### src/rtl/gshare_predictor.sv
// gshare_predictor: gshare direction predictor with in-order snapshot FIFO and history repair on redirect
// ports: lk_valid/lk_pc in, lk_taken/lk_ready out (fetch lookup + snapshot push);
//        update/taken/branchjump_miss in (exec train, pop, flush); occupancy out (snapshots in flight)
module gshare_predictor #(
  parameter int INDEX_BITS = 8,
  parameter int GHR_BITS = 8,
  parameter int DEPTH = 8
) (
  input  logic clk,
  input  logic rst,
  input  logic lk_valid,
  input  logic [31:0] lk_pc,
  output logic lk_ready,
  output logic lk_taken,
  input  logic update,
  input  logic taken,
  input  logic branchjump_miss,
  output logic [$clog2(DEPTH):0] occupancy
);
  localparam int PW = $clog2(DEPTH);
  localparam int ENTRIES = 1 << INDEX_BITS;
  logic [1:0] ctr [ENTRIES];
  logic [INDEX_BITS-1:0] f_idx [DEPTH];
  logic [GHR_BITS-1:0] f_ghr [DEPTH];
  logic [GHR_BITS-1:0] ghr_spec, ghr_arch, arch_next;
  logic [PW-1:0] head, tail;
  logic [INDEX_BITS-1:0] idx, h_idx;
  logic [1:0] c, c_next;
  logic push, pop;
  logic unused_bits;
  always_comb begin
    idx = lk_pc[INDEX_BITS+1:2] ^ INDEX_BITS'(ghr_spec);
    lk_taken = ctr[idx][1];
    lk_ready = occupancy != (PW+1)'(DEPTH);
    push = lk_valid && lk_ready && !branchjump_miss;
    pop = update && occupancy != '0;
    h_idx = f_idx[head];
    c = ctr[h_idx];
    c_next = taken ? ((c == 2'b11) ? c : c + 2'd1) : ((c == 2'b00) ? c : c - 2'd1);
    arch_next = pop ? {ghr_arch[GHR_BITS-2:0], taken} : ghr_arch;
    unused_bits = ^{lk_pc[31:INDEX_BITS+2], lk_pc[1:0], f_ghr[head]};
  end
  always_ff @(posedge clk or posedge rst)
    if (rst) begin
      for (int i = 0; i < ENTRIES; i++) ctr[i] <= 2'b01;
      ghr_spec <= '0;
      ghr_arch <= '0;
      head <= '0;
      tail <= '0;
      occupancy <= '0;
    end else begin
      if (pop) ctr[h_idx] <= c_next;
      ghr_arch <= arch_next;
      if (branchjump_miss) begin
        head <= '0;
        tail <= '0;
        occupancy <= '0;
        ghr_spec <= arch_next;
      end else begin
        head <= head + PW'(pop);
        tail <= tail + PW'(push);
        occupancy <= occupancy + (PW+1)'(push) - (PW+1)'(pop);
        if (push) ghr_spec <= {ghr_spec[GHR_BITS-2:0], lk_taken};
      end
    end
  always_ff @(posedge clk)
    if (push) begin
      f_idx[tail] <= idx;
      f_ghr[tail] <= ghr_spec;
    end
endmodule
### config.mk
export PLATFORM = sky130hd
export DESIGN_NAME = gshare_predictor
export DESIGN_NICKNAME = d
export VERILOG_FILES = /design/src/rtl/gshare_predictor.sv
export SDC_FILE = /design/constraint.sdc
export NUM_CORES = 2
export LEC_CHECK = 0
export ABC_CLOCK_PERIOD_IN_PS = 23400
export CAP_MARGIN = 20
export CORE_UTILIZATION = 60
export DETAILED_ROUTE_END_ITERATION = 12
export GPL_TIMING_DRIVEN = 0
export PLACE_DENSITY = 0.79
export SLEW_MARGIN = 20
export SYNTH_ARGS = -nofsm -noshare
export SYNTH_HDL_FRONTEND = slang
export SYNTH_SLANG_ARGS = --single-unit
### constraint.sdc
create_clock -name clk -period 23.4 [get_ports clk]
set_input_delay 5.85 -clock clk [delete_from_list [all_inputs] [get_ports clk]]
set_output_delay 5.85 -clock clk [all_outputs]
set_load 0.01 [all_outputs]
; ---- After elaboration in Yosys (flattened, before gate mapping)
; Memory sizes are Yosys's and may differ from the RTL's.
; Cells that the tools add are included.
[word_totals]
reg_bits = 538
ram_bits = 64
input_bits = 38
output_inout_bits = 6
word_cells = 304
n_memories = 1
[memory_table]
columns = name, words, word_bits, read_ports, rd_clocked_by_memory_dff, write_ports, line
row1 = f_idx, 8, 8, 1, 0, 1, 23  ; logic [INDEX_BITS-1:0] f_idx [DEPTH];
[classes]
n_addsub = 6
order_cmp = 3
eq_ne = 2
n_mux = 20
n_bitwise = 3
reduce_logical = 8
[op_table]
columns = operator, n
row1 = $bwmux W512, 1
row2 = $bmux W2 S8, 2
row3 = $mux W8, 3
row4 = $ge A9 B9 Y1 const B, 2
row5 = $not A8 Y9, 2
row6 = $demux W2 S8, 1
row7 = $mux W2, 8
row8 = $lt A9 B1 Y1 const B, 1
row9 = $xor A8 B8 Y8, 1
row10 = $add A3 B1 Y3, 2
row11 = $mux W3, 2
row12 = $add A4 B1 Y4, 1
row13 = $logic_and A1 B1 Y1, 4
row14 = $mux W4, 1
row15 = $ne A4 B4 Y1 const B, 1
row16 = $reduce_bool A4 Y1, 1
row17 = $sub A4 B1 Y4, 1
row18 = $add A2 B1 Y2 const B, 1
row19 = $eq A2 B2 Y1 const B, 1
row20 = $logic_not A2 Y1, 1
row21 = $mux W1, 2
row22 = $reduce_bool A2 Y1, 1
row23 = $sub A2 B1 Y2 const B, 1
row24 = $logic_not A1 Y1, 1

; ---- Logic depth before layout (Yosys ltp)
; An unclocked memory read counts as a cell.
[logic_depth]
ltp_word = 9
depth_mapped = 21
ltp_nobuf = 13

; ---- Worst setup path after synthesis
; OpenSTA, ideal clock, no wires.
[synth_path]
path_kind = input to output
start = input port lk_pc[2]
end = output port lk_taken
t_arrival_ns = 9.002
required_time_ns = 17.550
path_slack_ns = 8.548
path_stages = 6
n_path_buf = 1
cell_sequence = xnor2_1 -> clkbuf_1 -> mux4_2 -> mux4_2 -> mux4_2 -> mux4_2
[synth_via]
elab_chain_cells = 5
[synth_lines]
columns = element, line
row1 = start: declaration, 12  ; input logic [31:0] lk_pc,
row2 = $xor A8 B8 Y8, 32  ; idx = lk_pc[INDEX_BITS+1:2] ^ INDEX_BITS'(ghr_spec);
row3 = $not A8 Y9 (implied by the code), 33  ; lk_taken = ctr[idx][1];
row4 = $bmux W2 S8, 33
row5 = $mux W2 (implied by the code) (2 in series), 33
row6 = end: declaration, 14  ; output logic lk_taken,
; No other way between the ends. The select of a mux whose other input is x is not followed.

; ---- Worst setup path in the final report
[layout_path]
start = input port lk_pc[3]
end = output port lk_taken
; Same word-level chain as after synthesis.

==> run_results.csv <==
group,metric,value,unit
synth,syn-mean-instance-area,10.71,µm²
routing,post-route-drc-count,0,
timing,min_period,16810,ps
synth,syn_area,31160,µm²
routing,avgViaCountPerCell,7.322,
synth,ys.warnings.count,0,
cells_and_area,stdcell_area,34820,µm²
synth,ys_ff_latch,602,
synth,ys.flop_type,"dfrtp_1",
synth,async_reset_ff_share,89.37,%
min_path,min_from,"ghr_arch[7]",
worst_setup_path,end_kind,"output port",
cts,cts_buffers,61,
die,fp.dieArea,52860,µm²
synth,synthCells,2909,
worst_setup_path,r2r_setup_slack,15880,ps
cts,root_buffer,"clkbuf_16",
min_path,min_to,"ghr_arch[7]",
placed_design,dpl.hpwl,77150,µm
worst_setup_path,arrival,10960,ps
timing,max-slew-margin-rel,8.273,%
cts,ctsResizeCount,0,
synth,syn_nets,2958,
placed_design,place_worst_setup_slack,6879,ps
synth,synth-edff-count,64,
grt,overflow,0,
timing,rsz0062_at_grt,"false",
grt,grtUsageTotal,44.22,%
power_and_ir_drop,ir_drop,0.1181,mV
routing,dr_total_vias,27420,
grt,antenna_found_initial,5,
timing,maxSlewViolCount,0,
worst_setup_path,crit_top_cell,"mux4_2",
timing,holdWs,474.7,ps
timing,fin_setup_tns,0,ps
placed_design,place_congestion,1.052,
cts,cts.sinks,602,
placed_design,io_buffers,18,
routing,wl,116000,µm
cts,cts_hold_buf,0,
cts,cts_buffer_depth,3,
worst_setup_path,cp_cell_sequence,"clkdlybuf4s50_1 > xor2_1 > clkbuf_1 > clkbuf_1 > mux4_2 > mux4_2 > mux4_2 > mux4_2 > clkdlybuf4s50_1",
worst_setup_path,cpPeakStageDelay,940,ps
synth,ys_seq_area_share,50.39,%
worst_setup_path,worstSetupPathType,"in2out",
grt,grt_max_degree,118,
timing,tightest_slew,1376,ps
cells_and_area,synthToLayoutAreaGrowth,11.72,%
worst_setup_path,startpoint,"lk_pc[3]",
grt,grt_pass1_wl,170800,µm
power_and_ir_drop,power.density,148.2,nW/µm²
timing,timing.final.crit_share,71.84,%
cts,cts_max_level,2,
min_path,hp-class,"reg2reg",
timing,clock_skew,23.46,ps
routing,wl_per_cell,30.98,µm
synth,synth.distinct_cells,73,
worst_setup_path,cp_max_fo,10,
cells_and_area,instances_no_fill,3744,
placed_design,place_area,32600,µm²
cts,cts_tree,"done",
cts,clkLatencyLatePin,680,ps
die,io_pins,44,
die,core,51300,µm²
routing,dr.pass1.iters,10,
run_status,status,"finished clean",
worst_setup_path,rr_startpoint,"head[0]",
min_path,holdPathStages,2,
power_and_ir_drop,power.leakage,13.42,nW
worst_setup_path,reg2reg_to,"ctr[291]",
flow_run,cap_violations,0,
worst_setup_path,cp.required,17550,ps
worst_setup_path,r2r_cells,16,
routing,ant_nets,0,
grt,grt_pass1_vias,26730,
timing,hold_violations,0,
worst_setup_path,crit_slowest_cell,"clkbuf_1",
timing,setup_ws,6589,ps
die,start_util,60.75,%
cells_and_area,drive_above_1_share,24.38,%
cts,clkTransAtPathRegs,60,ps
cts,post_cts_buffers,0,
worst_setup_path,start_kind,"input port",
placed_design,place_inst,3624,
die,num_rows,83,
die,die_h,229.9,µm
routing,drtIter0Drc,4720,
timing,setup_violations,0,
cells_and_area,nets,3056,
timing,max_freq,59.48,MHz
die,die_w,229.9,µm
[registers in the layout, indices dropped and copies added (netlist names)]
name / count
occupancy: 4
ctr: 512
head: 3
tail: 3
f_idx: 64
ghr_spec: 8
ghr_arch: 8
[cell usage in the layout, fill, tap and decap left out, types with 10 or more instances in the layout]
master,count
nor2_1,797
a31oi_1,516
dfrtp_1,282
dfstp_2,256
mux4_2,176
nand2_1,135
clkbuf_1,105
mux2i_1,100
buf_2,85
clkbuf_16,66
edfxtp_1,64
nand3_1,46
mux2_2,36
clkbuf_2,20
buf_4,19
clkdlybuf4s50_1,18
a22oi_1,17
buf_1,16
clkinv_2,16
a41oi_1,15
inv_1,14
o21ai_0,12
clkbuf_8,12
buf_6,11
o22a_1,11
nor3_1,10
a21oi_1,10
ha_1,10
[cell families after synthesis]
family / synth area share, %
flip-flops: 50.39
multiplexers: 17.41
adder cells (fa/ha/maj): 0.4657
buffers and inverters: 3.706
XOR/XNOR: 0.3372
AND/OR/NAND/NOR: 13.69
AO/OA/AOI/OAI: 14.00
[worst max-delay path, delay by kind of cell]
family	cells	cell delay [ps]
xor+xnor	1	220
mux	4	2100
buf+inv	4	2750
[metal layers]
layer / share of wire (%) / vias to the layer above / GRT usage [%]
li1: - / 11060 / -
met1: 34 / 13260 / 54.37
met3: 16 / 708 / 20.80
met4: 9.1 / 6 / 31.97
met5: 0.12 / - / 1.746
met2: 41 / 2380 / 60.80
[metrics by stage]
stage / power [W] / utilization, %
3_5_place_dp: 0.003920 / 63.54
6_report: 0.005160 / 67.87
2_1_floorplan: 0.003070 / -
5_1_grt: 0.005262 / 67.86
3_3_place_gp: 0.003805 / 62.76
4_1_cts: 0.004997 / 67.84
[layout make-up]
| class | instances | area, µm² |
|---|---|---|
| diodes | 4 | 10.01 |
| plain buffers | 237 | 1122 |
| clock buffers | 88 | 1854 |
| clock inverters | 28 | 350.3 |
| fillers | 3765 | 16480 |
| inverters | 16 | 67.56 |
| multi-input cells | 2054 | 14400 |
| flip-flops and latches | 602 | 15710 |
| well taps | 680 | 850.8 |
| repair buffers | 35 | 461.7 |
[power breakdown]
part	leakage [nW]	internal, W	switching, W	total, W
sequential	7.08	0.00148	0.000228	0.00170
clock	1.10	0.000638	0.000446	0.00108
combinational	5.25	0.000783	0.00159	0.00237
[synth_stat cells (4+ instances only)]
cell type    n  area share, %
mux2i_1    100            3.2
nor2_1     797            9.6
a31oi_1    516             10
o21ai_1      5          0.080
buf_6        6           0.22
dfrtp_1    282             23
nand4_1      4          0.080
a21oi_1     10           0.16
xnor2_1      7           0.20
clkbuf_1   114            1.4
nand2_1    135            1.6
ha_1        10           0.40
or2_2        4          0.080
o21ai_0     13           0.21
o211ai_1     8           0.19
a22oi_1     17           0.41
inv_1       15           0.18
mux2_2      36            1.3
nor2b_1      9           0.18
o31ai_1      4          0.096
a41oi_1     15           0.42
nor3b_1      7           0.17
mux2_1       5           0.18
a32o_1       4           0.13
nand2b_1     9           0.18
buf_4       15           0.36
nand3_1     46           0.74
dfstp_2    256             22
buf_1       19           0.23
a211oi_1     5           0.12
o22a_1      11           0.31
mux4_2     176             13
or3_1        4          0.080
xor2_1       5           0.14
nand3b_1     7           0.17
buf_2       83            1.3
nor3_1      12           0.19
and2_1       7           0.14
and3_1       8           0.16
edfxtp_1    64            6.2
[worst max path at each step]
stage | end | slack [ps] | depth (start not counted)
after floorplan | ctr[101] | 2940 | 1
after global placement | head[2] | -2490 | 2
after detailed placement | lk_taken | 6880 | 9
after CTS | lk_taken | 6830 | 9
after global routing | lk_taken | 6800 | 9
final | lk_taken | 6590 | 9
No activity file was read; power rests on OpenSTA's default activity.
